[config.mk]
export PLATFORM = sky130hd
export DESIGN_NAME = cmd_frame_rx
export DESIGN_NICKNAME = d
export VERILOG_FILES = /design/src/rtl/cmd_frame_rx_pkg.sv /design/src/rtl/cmd_frame_rx_uart_byte_rx.sv /design/src/rtl/cmd_frame_rx.sv
export SDC_FILE = /design/constraint.sdc
export NUM_CORES = 1
export LEC_CHECK = 0
export ABC_AREA = 1
export CAP_MARGIN = 10
export CORE_MARGIN = 4
export CORE_UTILIZATION = 52
export CTS_CLUSTER_DIAMETER = 40
export CTS_CLUSTER_SIZE = 28
export DETAILED_ROUTE_END_ITERATION = 10
export PLACE_DENSITY_LB_ADDON = 0.15
export SYNTH_ARGS = -nofsm -noshare
export SYNTH_HDL_FRONTEND = slang
export SYNTH_SLANG_ARGS = --single-unit
[constraint.sdc]
create_clock -name clk -period 1.8 [get_ports clk]
set_input_delay 0.36 -clock clk [delete_from_list [all_inputs] [get_ports clk]]
set_output_delay 0.36 -clock clk [all_outputs]
set_load 0.01 [all_outputs]
[src/rtl/cmd_frame_rx_pkg.sv]
// Shared constants, state encodings and bit-timing helper for the command-frame receiver.
// Pure declarations: no latency, no backpressure.
package cmd_frame_rx_pkg;

    localparam logic [7:0] HDR_DEF     = 8'hAA;
    localparam int         FRAME_LEN   = 16;
    localparam int         PAYLOAD_LEN = 14;
    localparam int         DATA_W      = PAYLOAD_LEN * 8;

    typedef enum logic [1:0] {
        HUNT    = 2'd0,
        PAYLOAD = 2'd1,
        CHECK   = 2'd2
    } frm_state_t;

    typedef enum logic [1:0] {
        RX_IDLE  = 2'd0,
        RX_START = 2'd1,
        RX_DATA  = 2'd2,
        RX_STOP  = 2'd3
    } rx_state_t;

    // Clock cycles per UART bit, truncated.
    function automatic int bit_cyc(input int clk_freq, input int baud);
        return clk_freq / baud;
    endfunction

endpackage

[src/rtl/cmd_frame_rx_uart_byte_rx.sv]
// 8N1 UART byte deserialiser with 2-FF synchroniser and mid-bit sampling.
// byte_valid/frm_err pulse at the stop-bit sample; no backpressure, bytes must be consumed on the strobe.
module uart_byte_rx
    import cmd_frame_rx_pkg::*;
#(
    parameter int CLK_FREQ = 50_000_000,
    parameter int BAUD     = 115200
) (
    input  logic       clk,
    input  logic       rst_n,
    input  logic       rx,
    output logic [7:0] byte_dat,
    output logic       byte_valid,
    output logic       frm_err
);

    localparam int BIT_CYC = bit_cyc(CLK_FREQ, BAUD);
    localparam int CW      = $clog2(BIT_CYC + 1);
    localparam logic [CW-1:0] BIT_LAST = CW'(BIT_CYC - 1);
    localparam logic [CW-1:0] HALF     = CW'(BIT_CYC / 2);

    logic            rx_s1;
    logic            rx_s2;
    logic            rx_prev;
    rx_state_t       st;
    logic [CW-1:0]   cnt;
    logic [2:0]      bit_idx;
    logic [7:0]      shift;

    always_ff @(posedge clk or negedge rst_n) begin
        if (!rst_n) begin
            rx_s1      <= 1'b1;
            rx_s2      <= 1'b1;
            rx_prev    <= 1'b1;
            st         <= RX_IDLE;
            cnt        <= '0;
            bit_idx    <= '0;
            shift      <= '0;
            byte_dat   <= '0;
            byte_valid <= 1'b0;
            frm_err    <= 1'b0;
        end else begin
            rx_s1      <= rx;
            rx_s2      <= rx_s1;
            rx_prev    <= rx_s2;
            byte_valid <= 1'b0;
            frm_err    <= 1'b0;
            case (st)
                RX_IDLE: begin
                    if (rx_prev && !rx_s2) begin
                        st  <= RX_START;
                        cnt <= '0;
                    end
                end
                RX_START: begin
                    // Line must still be low half a bit later, otherwise it was a glitch.
                    if (cnt == HALF) begin
                        cnt <= '0;
                        if (!rx_s2) begin
                            st      <= RX_DATA;
                            bit_idx <= '0;
                        end else begin
                            st <= RX_IDLE;
                        end
                    end else begin
                        cnt <= cnt + CW'(1);
                    end
                end
                RX_DATA: begin
                    if (cnt == BIT_LAST) begin
                        cnt     <= '0;
                        shift   <= {rx_s2, shift[7:1]};
                        bit_idx <= bit_idx + 3'd1;
                        if (bit_idx == 3'd7) begin
                            st <= RX_STOP;
                        end
                    end else begin
                        cnt <= cnt + CW'(1);
                    end
                end
                RX_STOP: begin
                    if (cnt == BIT_LAST) begin
                        cnt <= '0;
                        st  <= RX_IDLE;
                        if (rx_s2) begin
                            byte_dat   <= shift;
                            byte_valid <= 1'b1;
                        end else begin
                            frm_err <= 1'b1;
                        end
                    end else begin
                        cnt <= cnt + CW'(1);
                    end
                end
                default: st <= RX_IDLE;
            endcase
        end
    end

endmodule

[src/rtl/cmd_frame_rx.sv]
// Hunts for HDR-framed, checksummed 14-byte commands on a UART line and publishes them on data.
// wren/err strobe 1 cycle after the checksum byte; no backpressure, data holds until the next good frame.
module cmd_frame_rx
    import cmd_frame_rx_pkg::*;
#(
    parameter int         CLK_FREQ  = 50_000_000,
    parameter int         BAUD      = 115200,
    parameter logic [7:0] HDR       = HDR_DEF,
    parameter int         GAP_BYTES = 4
) (
    input  logic              clk,
    input  logic              rst_n,
    input  logic              en,
    input  logic              rx,
    output logic [DATA_W-1:0] data,
    output logic              wren,
    output logic              err
);

    localparam int BIT_CYC = bit_cyc(CLK_FREQ, BAUD);
    localparam int GAP_LIM = GAP_BYTES * 10 * BIT_CYC;
    localparam int GW      = $clog2(GAP_LIM + 2);
    localparam logic [GW-1:0] GAP_SAT      = GW'(GAP_LIM + 1);
    localparam logic [3:0]    PAYLOAD_LAST = 4'(PAYLOAD_LEN - 1);

    logic [7:0]        byte_dat;
    logic              byte_valid;
    logic              frm_err;

    frm_state_t        state;
    logic [DATA_W-1:0] shadow;
    logic [7:0]        acc;
    logic [3:0]        idx;
    logic [GW-1:0]     gap_cnt;
    logic              timed_out;

    uart_byte_rx #(
        .CLK_FREQ (CLK_FREQ),
        .BAUD     (BAUD)
    ) u_byte_rx (
        .clk        (clk),
        .rst_n      (rst_n),
        .rx         (rx),
        .byte_dat   (byte_dat),
        .byte_valid (byte_valid),
        .frm_err    (frm_err)
    );

    // Saturating count reaches GAP_SAT only once the gap exceeds GAP_LIM cycles.
    assign timed_out = (gap_cnt == GAP_SAT);

    always_ff @(posedge clk or negedge rst_n) begin
        if (!rst_n) begin
            state   <= HUNT;
            data    <= '0;
            shadow  <= '0;
            acc     <= '0;
            idx     <= '0;
            gap_cnt <= '0;
            wren    <= 1'b0;
            err     <= 1'b0;
        end else begin
            wren <= 1'b0;
            err  <= 1'b0;

            if (state == HUNT || byte_valid) begin
                gap_cnt <= '0;
            end else if (!timed_out) begin
                gap_cnt <= gap_cnt + GW'(1);
            end

            case (state)
                HUNT: begin
                    if (en && byte_valid && byte_dat == HDR) begin
                        state <= PAYLOAD;
                        idx   <= '0;
                        acc   <= '0;
                    end
                end
                PAYLOAD, CHECK: begin
                    // Priority chain guarantees a single strobe even when aborts coincide.
                    if (!en) begin
                        state <= HUNT;
                    end else if (frm_err || timed_out) begin
                        err   <= 1'b1;
                        state <= HUNT;
                    end else if (byte_valid) begin
                        if (state == PAYLOAD) begin
                            shadow <= {shadow[DATA_W-9:0], byte_dat};
                            acc    <= acc + byte_dat;
                            idx    <= idx + 4'd1;
                            if (idx == PAYLOAD_LAST) begin
                                state <= CHECK;
                            end
                        end else begin
                            if (byte_dat == acc) begin
                                data <= shadow;
                                wren <= 1'b1;
                            end else begin
                                err <= 1'b1;
                            end
                            state <= HUNT;
                        end
                    end
                end
                default: state <= HUNT;
            endcase
        end
    end

endmodule

* Word-level counts from Yosys, hierarchy flattened
Index checks and enable logic that the tools add are counted.
** Word-level totals
- Bits in registers :: 290
- Logic and storage cells :: 125
** Operators by class
- $add $sub $neg :: 5
- Equality and inequality tests :: 26
- Multiplexer cells :: 54
- Bitwise operators :: 2
- Reduce and logical (&&, ||, !) cells :: 20
** Operators by type and width (number)
- two-way mux 8 bit :: 5
- two-way mux 15 bit :: 2
- two-way mux 9 bit :: 3
- case mux 9 bit (3 select lines) :: 1
- two-way mux 2 bit :: 12
- two-way mux 4 bit :: 5
- two-way mux 1 bit :: 18
- != test 2 x 1 -> 1 bit, second input constant :: 8
- case mux 8 bit (2 select lines) :: 1
- adder 15 x 1 -> 15 bit, second input constant :: 1
- == test 15 bit, second input constant :: 1
- AND reduction 6 bit :: 2
- AND reduction 5 bit :: 2
- adder 9 x 1 -> 9 bit, second input constant :: 1
- == test 9 x 8 -> 1 bit, second input constant :: 1
- == test 9 bit, second input constant :: 1
- two-way mux 3 bit :: 3
- adder 8 bit :: 1
- == test 8 bit :: 1
- == test 8 bit, second input constant :: 1
- != test 2 bit, second input constant :: 4
- case mux 2 bit (4 select lines) :: 1
- case mux 4 bit (2 select lines) :: 1
- == test 2 bit, second input constant :: 3
- other kinds (19) :: 28

* Longest topological paths before layout
- Depth after elaboration :: 7
- Mapped depth :: 12

* Modules after synthesis
From an unflattened synthesis, not the netlist that was laid out.
** Second synthesis, totals
- Cell total of the unflattened synthesis :: 1341
- Area total of the unflattened synthesis :: 12670.9 um2
** By module, submodules not included
- cmd_frame_rx :: times used 1, cells each 1151, area each 11014.3 um2, sequential area each 6381.1 um2
- uart_byte_rx :: times used 1, cells each 190, area each 1656.6 um2, sequential area each 879.6 um2

* Least setup slack after synthesis
No wires, ideal clock.
- Kind :: flip-flop to flip-flop
- Start point :: reg u_byte_rx.byte_dat[5]
- End point :: reg data[13]
- Arrival :: 1792 ps
- Required time :: 1677 ps
- Path slack :: -115 ps
- Cell stages (with the launch flop) :: 10
- Path buffers :: 2
- Cell sequence :: dfrtp_1 -> ha_1 -> nor2_1 -> nand2_1 -> nor3b_4 -> nand3_4 -> buf_6 -> clkbuf_1 -> o21ai_0 -> nand2_1
** On the way
- Longest elaborated chain between the ends :: 2
** Ends and longest elaborated chain
- from (decl) :: RTL line cmd_frame_rx_uart_byte_rx.sv:12 : output logic [7:0] byte_dat,
- from (signal assigned) :: RTL line cmd_frame_rx_uart_byte_rx.sv:86 : byte_dat <= shift;
- == test 8 bit :: RTL line cmd_frame_rx.sv:96 : if (byte_dat == acc) begin
- AND reduction 6 bit (no line)
- to (signal assigned) :: RTL line cmd_frame_rx.sv:97 : data <= shadow;
- to (decl) :: RTL line cmd_frame_rx.sv:15 : output logic [DATA_W-1:0] data,
Every way passes these cells.
A chain may end at the register's enable or synchronous reset.

* Worst setup path after layout
- Start point :: reg u_byte_rx.byte_dat[5]
- End point :: reg data[21]
Same word-level chain as after synthesis.

==> impl_metrics.env <==
export IMPL_syn_area_sq_um=12400
export IMPL_vias=10143
export IMPL_path_clk_slew_ns=0.06
export IMPL_fmax_ghz=0.471
export IMPL_fp_coreArea_sq_um=23500
export IMPL_tritoncts="done"
export IMPL_ios=118
export IMPL_rr_startpoint="u_byte_rx.byte_dat[5]"
export IMPL_post_synth_top_count_cell="nand2_1"
export IMPL_cts_buffers=37
export IMPL_drive_above_1_share_pct=17.8
export IMPL_finalHoldViolCount=0
export IMPL_grt_pass1_wl_mm=47.5
export IMPL_violations="negative setup slack"
export IMPL_drv_cap=0
export IMPL_yosysTopAreaCell="dfrtp_1"
export IMPL_hp_start="rx"
export IMPL_ys_warn_count=0
export IMPL_post_dp_hpwl_mm=18.6
export IMPL_r2r_end="data[21]"
export IMPL_cts_root_buf="clkbuf_16"
export IMPL_hold_class="input pin to flip-flop"
export IMPL_grt_pass1_vias=9582
export IMPL_drc_errors=0
export IMPL_holdPathStages=1
export IMPL_gr_total_overflow=0
export IMPL_synth_ff_type="dfrtp_1"
export IMPL_powerDensity_nw_per_um2=873
export IMPL_gp_congestion=0.841
export IMPL_fin_cells=1944
export IMPL_syn_to_final_growth_pct=33.6
export IMPL_final_core_util_pct=70.7
export IMPL_synthDistinctLibCells=36
export IMPL_required_ns=2.25
export IMPL_portBuffers=117
export IMPL_period_needed_ns=2.12
export IMPL_cp_data_arrival_time_ns=2.57
export IMPL_grt_max_degree=75
export IMPL_ys_top_cells_by_area="dfrtp_1 (58%), nand2_1 (13%), o21ai_0 (10%), inv_1 (5.3%), ha_1 (2.0%)"
export IMPL_endpoint_kind="flip-flop"
export IMPL_finalCritPeriodShare_pct=118
export IMPL_synthCells=1413
export IMPL_wirelength_mm=32.6
export IMPL_fin_ws_ns=-0.322
export IMPL_rows=56
export IMPL_synthArstFlopShare_pct=100
export IMPL_avgSynthCellArea_sq_um=8.79
export IMPL_final_antenna_net_count=0
export IMPL_ctsLongestPathBuffers=3
export IMPL_p_leak_nw=9.03
export IMPL_crit_fanout=6
export IMPL_reg2reg_slack_ns=-0.32
export IMPL_h_tree_depth=2
export IMPL_nets=1622
export IMPL_drt_iter0_drc=628
export IMPL_die_x_um=163
export IMPL_wire_per_inst_um=16.8
export IMPL_dpl_cell_count=1842
export IMPL_rsz0062_at_grt="true"
export IMPL_grtUsageTotal_pct=21.8
export IMPL_antennaDiodeCount=0
export IMPL_synth_edff_count=0
export IMPL_synth_seq_cells=290
export IMPL_die_h_um=163
export IMPL_finClkSkew_ns=0.0287
export IMPL_ys_seq_area_share_pct=58.4
export IMPL_status="finished, violations left"
export IMPL_initial_core_util_pct=52.9
export IMPL_die_area_sq_um=26400
export IMPL_nFillCells=1738
export IMPL_vdd_drop_max_uv=737
export IMPL_max_slew_margin_pct=66.8
export IMPL_final_max_slew_viol_count=0
export IMPL_yosysTopAreaCellShare_pct=57.8
export IMPL_synth_nets=1438
export IMPL_worstMarginPinSlew_ns=0.498
export IMPL_hold_path_endpoint="u_byte_rx.rx_s1"
export IMPL_drtPass1Iterations=5
export IMPL_final_setup_viol_count=113
export IMPL_clock_sinks=290
export IMPL_antenna_found_initial=0
export IMPL_start_kind="flip-flop"
export IMPL_hold_slack_ns=0.262
export IMPL_clkLatencyLatePin_ns=0.53
export IMPL_post_place_ws_ns=-0.243
export IMPL_vias_per_cell=5.22
export IMPL_synth_top_cells_by_count="nand2_1 (443), dfrtp_1 (287), o21ai_0 (249)"
export IMPL_r2r_cells=10
export IMPL_crit_type="flip-flop to flip-flop"
## cell usage in the layout (no fill, tap or decap), types with 2 or more instances in the layout
cell type,netlist,final
dlygate4sd2_1,0,52
nand3_1,35,34
nor2_1,44,40
inv_2,1,5
ha_1,20,15
a21oi_1,14,14
o21ai_2,0,14
nand3_4,2,3
clkbuf_8,0,4
dfrtp_1,287,287
nand4_1,6,6
nor2_4,2,3
o22ai_1,2,2
nand2_4,1,22
inv_6,0,9
clkinv_8,0,2
o21ai_0,249,179
or2_2,2,2
xor2_1,6,6
buf_6,6,9
and2_1,2,2
nand2_2,20,65
ha_4,0,4
buf_12,1,18
nor2_2,0,3
clkinvlp_4,0,4
clkinv_4,0,6
clkbuf_16,0,52
dlymetal6s2s_1,0,31
nand2_1,443,377
nand3b_1,2,2
buf_16,0,3
dfstp_2,3,3
inv_1,176,172
buf_4,2,44
clkdlybuf4s50_1,0,33
buf_8,3,5
nor3_1,9,9
o21ai_1,16,71
## worst max-delay path by stage
stage | startpoint | end | slack, ns
6_report | u_byte_rx.byte_dat[5] | data[21] | -0.32
2_1_floorplan | acc[1] | data[42] | -0.03
3_5_place_dp | u_byte_rx.byte_dat[2] | data[100] | -0.24
5_1_grt | u_byte_rx.byte_dat[5] | data[39] | -0.43
3_3_place_gp | acc[1] | data[110] | -0.15
4_1_cts | acc[2] | data[92] | -0.26
## flip-flops by register name, indices dropped and copies added (netlist names), named ones only
register / count
data: 112
u_byte_rx.frm_err: 1
state: 2
err: 1
gap_cnt: 15
u_byte_rx.cnt: 9
idx: 4
u_byte_rx.rx_prev: 1
wren: 1
acc: 8
u_byte_rx.rx_s2: 1
u_byte_rx.rx_s1: 1
u_byte_rx.byte_valid: 1
shadow: 112
u_byte_rx.shift: 8
u_byte_rx.st: 1
u_byte_rx.bit_idx: 3
u_byte_rx.byte_dat: 8
## cell type report
cell class                 count  area, sq um  area share [%]
clock buffer                  43         1030            6.21
clock inverter                24          240            1.45
inverter                     177          664            4.00
multi-input combinational    882         4550            27.4
sequential                   290         7260            43.7
tap                          319          399            2.40
timing repair buffer         209         2460            14.8
## logic make-up (layout without fill, tap and decap cells)
logic type / Yosys count / count (layout) / share of synthesized area [%]
flops: 290 / 290 / 58.4
compound gates: 283 / 283 / 11.5
xor+xnor: 7 / 7 / 0.494
buf+inv: 241 / 453 / 8.35
simple gates: 571 / 571 / 19.1
fa+ha+maj: 21 / 21 / 2.18
## routing by layer
metal / part of all wire, % / track usage (%)
met5: 0 / 0
met4: 2.4 / 6.67
met3: 5.0 / 3.24
met2: 49 / 35.0
met1: 44 / 31.1
## what timing repair did
item | in CTS | in global routing
gates cloned | 0 | 21
buffers inserted | 0 | 13
pin swaps | 1 | 16
hold buffers | 1 | 0
gates resized for setup | 57 | 173
endpoints found under the setup margin | 168 | 261
hold endpoints to repair | 45 | 0
## critical path: stages (launching register included)
cell,delay [ns]
dfrtp_1,0.41
ha_4,0.25
nor2_1,0.14
nand2_1,0.13
nor3b_4,0.26
nand3_4,0.20
nor2_8,0.21
buf_6,0.17
clkbuf_16,0.18
nand2_4,0.05
nand2_2,0.06
## power by group
group          switching, W  internal, W  leakage [nW]  total, W
sequential        0.0000663      0.00658          4.04   0.00665
clock               0.00304      0.00438         0.613   0.00742
combinational      0.000305     0.000122          4.38  0.000427
total               0.00341       0.0111          9.03    0.0145
## stage by stage
step | TNS [ns] | cell area (sq um) | power (W)
2_1_floorplan | -2.03 | 12500 | 0.00696
3_3_place_gp | -20.19 | 14300 | 0.00719
3_5_place_dp | -26.93 | 14300 | 0.00720
4_1_cts | -23.97 | 15500 | 0.0146
5_1_grt | -44.50 | 16600 | 0.0150
6_report | -31.63 | 16600 | 0.0145
No activity file was read; power rests on OpenSTA's default activity.
